===== config.mk =====
export PLATFORM = sky130hd
export DESIGN_NAME = imem_burst_responder
export DESIGN_NICKNAME = d
export VERILOG_FILES = /design/src/rtl/imem_burst_responder.sv
export SDC_FILE = /design/constraint.sdc
export NUM_CORES = 1
export LEC_CHECK = 0
export CORE_MARGIN = 2
export CORE_UTILIZATION = 50
export CTS_BUF_LIST = sky130_fd_sc_hd__clkbuf_4 sky130_fd_sc_hd__clkbuf_8
export DETAILED_ROUTE_END_ITERATION = 8
export PLACE_DENSITY_LB_ADDON = 0.12
export SLEW_MARGIN = 40
export SYNTH_ARGS = -nofsm -noshare
export SYNTH_HDL_FRONTEND = slang
export SYNTH_SLANG_ARGS = --single-unit
export TNS_END_PERCENT = 10

===== constraint.sdc =====
create_clock -name i_clk -period 3.9 [get_ports i_clk]
set_input_delay 0.78 -clock i_clk [delete_from_list [all_inputs] [get_ports i_clk]]
set_output_delay 0.78 -clock i_clk [all_outputs]
set_load 0.005 [all_outputs]

===== src/rtl/imem_burst_responder.sv =====
// Memory-side responder for I-cache line refills: reads BURST_LEN words from a
// synchronous RAM and returns them as a valid/ready beat stream with a last flag.
module imem_burst_responder #(
    parameter int BURST_LEN = 8,
    parameter int RAM_AW    = 12,
    parameter int RSP_DELAY = 0
) (
    input  logic              i_clk,
    input  logic              i_rst,
    input  logic              i_from_cache_rd_req_valid,
    input  logic [31:0]       i_from_cache_rd_req_addr,
    output logic              o_to_cache_rd_req_ready,
    output logic              o_to_cache_rd_rsp_valid,
    output logic [31:0]       o_to_cache_rd_rsp_data,
    output logic              o_to_cache_rd_rsp_last,
    input  logic              i_from_cache_rd_rsp_ready,
    output logic              o_ram_rd_en,
    output logic [RAM_AW-1:0] o_ram_addr,
    input  logic [31:0]       i_ram_rdata
);
    localparam int CW = $clog2(BURST_LEN) + 1;

    typedef enum logic [1:0] {IDLE, DELAY, STREAM} state_t;

    state_t            r_state;
    state_t            w_nextState;
    logic [RAM_AW-1:0] r_base;
    logic [CW-1:0]     r_issued;
    logic [3:0]        r_delayCnt;
    logic              r_inflight;
    logic              r_inflightLast;
    logic [31:0]       r_fifoData [2];
    logic              r_fifoLast [2];
    logic              r_wrPtr;
    logic              r_rdPtr;
    logic [1:0]        r_fifoCnt;

    logic              w_accept;
    logic              w_pop;
    logic              w_push;
    logic              w_issue;
    logic              w_issueLast;
    logic              w_headLast;
    logic [2:0]        w_occupancy;
    logic              w_unused;

    assign w_unused = ^{i_from_cache_rd_req_addr[31:RAM_AW+2], i_from_cache_rd_req_addr[4:0]};

    // Occupancy counts the word still in the RAM pipeline, so the FIFO can never overflow.
    always_comb begin
        w_accept    = (r_state == IDLE) && i_from_cache_rd_req_valid;
        w_pop       = (r_fifoCnt != 2'd0) && i_from_cache_rd_rsp_ready;
        w_push      = r_inflight;
        w_headLast  = r_fifoLast[r_rdPtr];
        w_occupancy = {1'b0, r_fifoCnt} + {2'b00, r_inflight} - {2'b00, w_pop};
        w_issue     = (r_state == STREAM) && (r_issued < CW'(BURST_LEN)) && (w_occupancy < 3'd2);
        w_issueLast = (r_issued == CW'(BURST_LEN - 1));
    end

    always_comb begin
        w_nextState = r_state;
        case (r_state)
            IDLE:    if (w_accept) w_nextState = (RSP_DELAY > 0) ? DELAY : STREAM;
            DELAY:   if (r_delayCnt == 4'(RSP_DELAY - 1)) w_nextState = STREAM;
            STREAM:  if (w_pop && w_headLast) w_nextState = IDLE;
            default: w_nextState = IDLE;
        endcase
    end

    always_comb begin
        o_to_cache_rd_req_ready = (r_state == IDLE) && !i_rst;
        o_to_cache_rd_rsp_valid = (r_fifoCnt != 2'd0);
        o_to_cache_rd_rsp_data  = o_to_cache_rd_rsp_valid ? r_fifoData[r_rdPtr] : 32'd0;
        o_to_cache_rd_rsp_last  = o_to_cache_rd_rsp_valid && w_headLast;
        o_ram_rd_en             = w_issue;
        o_ram_addr              = r_base + RAM_AW'(r_issued);
    end

    always_ff @(posedge i_clk or posedge i_rst) begin
        if (i_rst) r_state <= IDLE;
        else       r_state <= w_nextState;
    end

    always_ff @(posedge i_clk or posedge i_rst) begin
        if (i_rst) begin
            r_base         <= '0;
            r_issued       <= '0;
            r_delayCnt     <= '0;
            r_inflight     <= 1'b0;
            r_inflightLast <= 1'b0;
            r_wrPtr        <= 1'b0;
            r_rdPtr        <= 1'b0;
            r_fifoCnt      <= 2'd0;
            for (int i = 0; i < 2; i++) begin
                r_fifoData[i] <= 32'd0;
                r_fifoLast[i] <= 1'b0;
            end
        end else begin
            if (w_accept) begin
                r_base     <= {i_from_cache_rd_req_addr[RAM_AW+1:5], 3'b000};
                r_issued   <= '0;
                r_delayCnt <= '0;
            end else begin
                if (r_state == DELAY) r_delayCnt <= r_delayCnt + 4'd1;
                if (w_issue)          r_issued   <= r_issued + CW'(1);
            end
            r_inflight     <= w_issue;
            r_inflightLast <= w_issueLast;
            // The RAM word arrives one cycle after its read strobe.
            if (w_push) begin
                r_fifoData[r_wrPtr] <= i_ram_rdata;
                r_fifoLast[r_wrPtr] <= r_inflightLast;
                r_wrPtr             <= ~r_wrPtr;
            end
            if (w_pop) r_rdPtr <= ~r_rdPtr;
            case ({w_push, w_pop})
                2'b10:   r_fifoCnt <= r_fifoCnt + 2'd1;
                2'b01:   r_fifoCnt <= r_fifoCnt - 2'd1;
                default: r_fifoCnt <= r_fifoCnt;
            endcase
        end
    end

    fifoNoOverflow: assert property (@(posedge i_clk) disable iff (i_rst)
        !(w_push && !w_pop && (r_fifoCnt == 2'd2)));

endmodule


==> results.py, run 1 <==
metrics = {
    "status": {
        "status": "finished, final reports clean",
    },
    "global_routing": {
        "grt_pass1_wl_mm": 13.4,
        "grt_overflow": 0,
        "grt_max_degree": 52,
        "grt_pass1_vias": 2804,
        "grt.total_usage": 0.192,
        "antenna_found_initial": 0,
    },
    "synth": {
        "syn_area_per_cell_um2": 12.9,
        "synth_fa_ha_area_frac": 0.0138,
        "synth_top_area_frac": 0.516,
        "yosysUniqueCellTypes": 35,
        "synth.cell_area_mm2": 0.00417,
        "synth_top_family_by_area": "multiplexers",
        "synth_xor_area_frac": 0.0249,
        "ys.warnings.count": 0,
        "seq_area_frac_synth": 0.516,
        "yosysTopAreaCell": "dfrtp_1",
        "yosys-top-cells-area": "dfrtp_1 52%, mux2_4 11%, mux2_2 9.7%, mux2i_1 8.4%, nor2_1 3.6%",
        "synth-compound-area-share": 0.0153,
        "syn_inst": 323,
        "synth-simple-area-share": 0.0894,
        "synth-seq-cells": 86,
        "muxShareOfSynthArea": 0.289,
        "synth_fp_nets": 395,
    },
    "setup_path": {
        "path_max_fanout": 4,
        "cpMaxStageDelayCell": "clkdlybuf4s50_1",
        "crit_chain": "clkdlybuf4s50_1 > and3b_1 > a21oi_1 > or2b_1 > fa_1 > xor2_2 > nor3_4 > dlymetal6s2s_1",
        "critPathBufInv": 2,
        "crit_type": "in2out",
        "crit_required_ns": 3.12,
        "crit_family": "buffers and inverters",
        "cp-end-kind": "output port",
        "max_stage_delay_ns": 0.48,
        "cp.arrival_ns": 2.70,
        "start_kind": "input pin",
    },
    "pwr": {
        "irDropWorstVdd_mv": 0.348,
        "netSwitchingFraction": 0.312,
        "p_per_area_mw_per_mm2": 809,
        "combPwrFrac": 0.448,
        "clkPwrFrac": 0.161,
        "p_int_uw": 2980,
        "leakage_uw": 0.00241,
        "switchingPower_uw": 1350,
        "seqPwrFrac": 0.391,
    },
    "cells_and_area": {
        "register_area_mm2": 0.00216,
        "nFillCells": 639,
        "n_antenna_cell": 0,
        "drive_gt1_frac": 0.234,
        "final_common_cell": "clkdlybuf4s50_1",
        "mostFrequentLayoutCells": "91 x clkdlybuf4s50_1, 85 x dfrtp_1, 39 x nor2_1, 36 x mux2_2, 35 x mux2i_1",
        "multi_input_area_mm2": 0.00181,
        "nNetsFinal": 486,
        "area_delta_synth_final_pct": 28.3,
    },
    "clock_tree": {
        "cts.sinks": 86,
        "ctsRootBufferMaster": "clkbuf_8",
        "ctsHoldBuffers": 0,
        "post-cts-setup-buffer-count": 0,
        "cts_buffer_depth": 2,
        "clkLatencyLatePin_ns": 0.34,
        "tritoncts": "yes",
        "clkTransAtPathRegs_ns": 0.08,
        "htreeDepth": 3,
        "numCtsBuffers": 9,
    },
    "drt": {
        "vias": 2664,
        "drtAntennaViolNets": 0,
        "wirelength_mm": 8.04,
        "firstDrtPassIters": 6,
        "wl_per_cell_um": 15.3,
        "drc": 0,
        "via_per_inst": 5.08,
        "drt_first_iter_violations": 72,
    },
    "floorplanning": {
        "ioPinCount": 116,
        "coreArea_mm2": 0.00813,
        "initial_utilization": 0.513,
        "die-area_mm2": 0.00909,
        "chipWidth_um": 95.3,
        "rows": 33,
        "die-height_um": 95.3,
    },
    "hold_path": {
        "hold_path_class": "reg2reg",
    },
    "placed_design": {
        "place_ws_ns": 0.0236,
        "numPortBuffers": 92,
        "hpwlAfterDp_mm": 5.34,
        "gp_congestion": 0.820,
    },
    "timing": {
        "worst_slack_ns": 0.420,
        "hold_ws_ns": 0.492,
        "max_freq_ghz": 0.287,
        "period_share": 0.892,
        "rsz0062_at_grt": "false",
        "tns_ns": 0,
        "skew_ns": 0.00956,
        "period_minus_slack_ns": 3.48,
        "setup_viol": 0,
        "finalMaxSlewViolations": 0,
        "hold_viol_final": 0,
        "max-slew-margin-rel": 0.490,
        "tightest_slew_ns": 0.763,
    },
    "job": {
        "cap_viol_max_count": 0,
    },
}
[per-layer routing]
| metal | part of all wire | GRT usage | wire length (um) |
|---|---|---|---|
| met2 | 0.50 | 0.330 | 3990 |
| met4 | 0.016 | 0.0676 | 127 |
| met1 | 0.44 | 0.240 | 3520 |
| met5 | 0 | 0 | 0 |
| met3 | 0.050 | 0.0403 | 400 |
[power groups by stage]
| stage | clock network (uW) | logic [uW] | registers [uW] |
|---|---|---|---|
| 6_report | 699 | 1940 | 1690 |
| 5_1_grt | 749 | 2120 | 1770 |
| 4_1_cts | 713 | 1970 | 1700 |
| 3_5_place_dp | 0 | 1960 | 1710 |
| 3_3_place_gp | 0 | 1930 | 1680 |
| 2_1_floorplan | 0 | 1420 | 1540 |
[Yosys cell counts (all sizes together)]
cell	count
inv	7
dfrtp	86
nor3	3
nor2b	2
clkbuf	2
and4	1
mux2	66
or2b	1
xnor2	5
a31oi	1
o311ai	1
nand4	1
nand2b	2
a21oi	2
buf	18
ha	3
a211oi	1
fa	1
nand2	29
xor2	6
nand3	4
o21ai	3
a21o	1
mux2i	35
nor2	40
o41ai	1
and3b	1
[registers in the layout (all words and copies together), names as in the netlist]
signal	flops
r_inflight	1
r_wrPtr	1
r_fifoData	64
r_issued	4
r_inflightLast	1
r_base	9
r_rdPtr	1
r_state	1
r_fifoLast	2
r_fifoCnt	2
[metrics by stage]
| stage | std cells | util | area, um2 | total power (uW) |
|---|---|---|---|---|
| after floorplan | 323 | - | 4170 | 2960 |
| after global placement | 508 | 0.629 | 5110 | 3610 |
| after detailed placement | 508 | 0.630 | 5120 | 3670 |
| after CTS | 524 | 0.658 | 5350 | 4380 |
| after global routing | 524 | 0.658 | 5350 | 4630 |
| final | 524 | 0.658 | 5350 | 4330 |
[worst min-delay path: cells and delay by family, from the launching register on]
family / cells / cell delay (ns)
and+or+nand+nor: 2 / 0.11
DFF: 1 / 0.36
[cell type report]
| cell class | instances | area share |
|---|---|---|
| Clock buffer | 11 | 0.0271 |
| Clock inverter | 5 | 0.0154 |
| Inverter | 7 | 0.00584 |
| Multi-Input combinational cell | 210 | 0.338 |
| Sequential cell | 86 | 0.403 |
| Tap cell | 105 | 0.0245 |
| Timing Repair Buffer | 100 | 0.186 |
[cells by family (layout without fill, tap and decap cells)]
group	Yosys count	after routing
AOI/OAI and AO/OA	10	10
DFF	86	86
muxes	101	101
xor gates and xnor gates	11	11
and+or+nand+nor	84	84
buffers and inverters	27	123
adders and majority gates	4	4
[repair_timing]
item / in CTS / in global routing
setup endpoints to repair: 0 / 1
resized for setup: 0 / 1
endpoints found under the hold margin: 0 / 0
[path summary, 6_finish.rpt]
| kind | start | to | slack [ns] | cells after the start |
|---|---|---|---|---|
| setup / recovery | i_from_cache_rd_rsp_ready | o_ram_rd_en | 0.42 | 8 |
| hold / removal | r_base[3] | r_base[3] | 0.49 | 2 |
| setup reg to reg | r_fifoCnt[1] | r_issued[2] | 1.53 | 8 |
| hold reg to reg | r_base[3] | r_base[3] | 0.49 | 2 |
| max in group asynchronous | i_rst | r_fifoData[16] | 2.51 | 3 |
| min in group asynchronous | i_rst | r_base[11] | 0.83 | 2 |
No activity file was read; power rests on OpenSTA's default activity.
==> run 2, diff against run 1 <==
- ABC_CLOCK_PERIOD_IN_PS: unset -> 3900
- CORE_MARGIN: 2 -> 10
- TNS_END_PERCENT: 10 -> 50
==> run 2 against run 1 <==
  * Critical path depth is the same
  * Register-to-register slack lost 0.02 ns
  * Sequential power is essentially flat
  * Global-route usage shrank 5.0 points
  * Worst hold slack lost 0.0025 ns
  * Count of clock-buffer cells in the layout grew 1
  * Die area grew 36%
  * Critical endpoint unchanged
  * Highest routed layer unchanged
==> results.py, run 2 (synthesized netlist as in run 1, its figures left out) <==
metrics = {
    "placed_design": {
        "numPortBuffers": 92,
        "hpwlAfterDp_mm": 6.09,
        "place_ws_ns": 0.0208,
        "dpl-instance-area_mm2": 0.00514,
        "gp_congestion": 0.764,
    },
    "pwr": {
        "p_per_area_mw_per_mm2": 793,
        "switchingPower_uw": 1350,
        "combPwrFrac": 0.463,
        "p_int_uw": 2860,
        "netSwitchingFraction": 0.321,
        "irDropWorstVdd_mv": 0.415,
        "leakage_uw": 0.00241,
        "seqPwrFrac": 0.402,
        "clkPwrFrac": 0.135,
    },
    "cells_and_area": {
        "fin_util": 0.650,
        "drive_gt1_frac": 0.238,
        "mostFrequentLayoutCells": "91 x clkdlybuf4s50_1, 85 x dfrtp_1, 39 x nor2_1, 36 x mux2_2, 35 x mux2i_1",
        "area_delta_synth_final_pct": 27.4,
        "stdcell_area_mm2": 0.00532,
        "largest-register": "r_fifoData",
        "final_common_cell": "clkdlybuf4s50_1",
        "reg.largest.list": "r_fifoData x64, r_base x9, r_issued x4",
        "largest_register_ffs": 64,
        "n_antenna_cell": 0,
        "nNetsFinal": 488,
    },
    "clock_tree": {
        "numCtsBuffers": 9,
        "clkTransAtPathRegs_ns": 0.08,
        "ctsHoldBuffers": 0,
        "post-cts-setup-buffer-count": 0,
        "cts_buffer_depth": 2,
        "tritoncts": "yes",
        "clkLatencyLatePin_ns": 0.35,
        "ctsRootBufferMaster": "clkbuf_8",
        "cts.sinks": 86,
        "htreeDepth": 3,
        "cts_resized": 0,
    },
    "setup_path": {
        "max_stage_delay_ns": 0.49,
        "crit_type": "in2out",
        "cp-end-kind": "output port",
        "rrSetupSlack_ns": 1.51,
        "crit_family": "buffers and inverters",
        "cpMaxStageDelayCell": "clkdlybuf4s50_1",
        "start_kind": "input pin",
        "cp.arrival_ns": 2.70,
        "crit_required_ns": 3.12,
        "path_max_fanout": 4,
        "critPathBufInv": 2,
        "crit_chain": "clkdlybuf4s50_1 > and3b_1 > a21oi_1 > or2b_1 > fa_1 > xor2_2 > nor3_4 > dlymetal6s2s_1",
    },
    "drt": {
        "wirelength_mm": 8.78,
        "drt_first_iter_violations": 41,
        "drtAntennaViolNets": 0,
        "wl_met1_mm": 3.82,
        "drc": 0,
        "top_layer_used": "met4",
        "via_per_inst": 5.10,
        "wl_per_cell_um": 16.7,
        "vias": 2680,
        "firstDrtPassIters": 4,
        "wl_met2_mm": 4.44,
        "met3_length_um": 400,
    },
    "floorplanning": {
        "die-height_um": 111,
        "rows": 33,
        "coreArea_mm2": 0.00818,
        "ioPinCount": 116,
        "initial_utilization": 0.510,
        "chipWidth_um": 111,
        "die-area_mm2": 0.0124,
    },
    "timing": {
        "period_share": 0.892,
        "setup_viol": 0,
        "finalMaxSlewViolations": 0,
        "max-slew-margin-rel": 0.534,
        "tightest_slew_ns": 0.697,
        "hold_viol_final": 0,
        "tns_ns": 0,
        "skew_ns": 0.0104,
        "rsz0062_at_grt": "false",
        "hold_ws_ns": 0.490,
        "worst_slack_ns": 0.420,
        "period_minus_slack_ns": 3.48,
        "max_freq_ghz": 0.287,
    },
    "global_routing": {
        "grt_overflow": 0,
        "grt_pass1_wl_mm": 14.8,
        "grt.total_usage": 0.142,
        "grt_max_degree": 56,
        "grt_pass1_vias": 2905,
        "antenna_found_initial": 0,
    },
    "job": {
        "cap_viol_max_count": 0,
    },
    "status": {
        "status": "finished, final reports clean",
    },
    "hold_path": {
        "hold_path_class": "reg2reg",
    },
}
==> run 2: stage by stage <==
step / power, uW / cells
finish: 4220 / 526
global route: 4520 / 526
CTS: 4280 / 526
detailed placement: 3700 / 510
global placement: 3640 / 510
floorplan: 2960 / 323
==> run 2: cell type report <==
cell class,count,area [um2]
fill,648,2860
sequential,86,2160
timing repair buffer,102,1010
multi-input combinational,210,1810
clock buffer,12,153
tap,105,131
clock inverter,4,22.5
inverter,7,31.3
==> run 2: worst reg2reg max path: stages (launching register included) <==
cell	delay (ns)
dfrtp_1	0.53
and3b_1	0.23
a21oi_1	0.06
or2b_1	0.24
fa_1	0.47
nand2_1	0.10
buf_4	0.17
o311ai_0	0.33
o41ai_1	0.13
==> run 2: per-layer routing <==
metal,vias to the layer above,track usage
met5,-,0
met1,1348,0.171
met3,10,0.0370
li1,1271,-
met4,0,0.0488
met2,51,0.241
==> run 2: power groups by stage <==
| stage | logic, uW | clock network [uW] | registers [uW] |
|---|---|---|---|
| final | 1950 | 569 | 1690 |
| after global routing | 2150 | 619 | 1760 |
| after CTS | 2010 | 582 | 1690 |
| after detailed placement | 2000 | 0 | 1700 |
| after global placement | 1970 | 0 | 1680 |
| after floorplan | 1420 | 0 | 1540 |
==> run 2: path summary, 6_finish.rpt <==
check	start	depth (start not counted)	endpoint
max reg2reg	r_fifoCnt[1]	8	r_issued[2]
min in group asynchronous	i_rst	2	r_base[7]
max	i_from_cache_rd_rsp_ready	8	o_ram_rd_en
min	r_base[3]	2	r_base[3]
max in group asynchronous	i_rst	3	r_rdPtr
min reg2reg	r_base[3]	2	r_base[3]
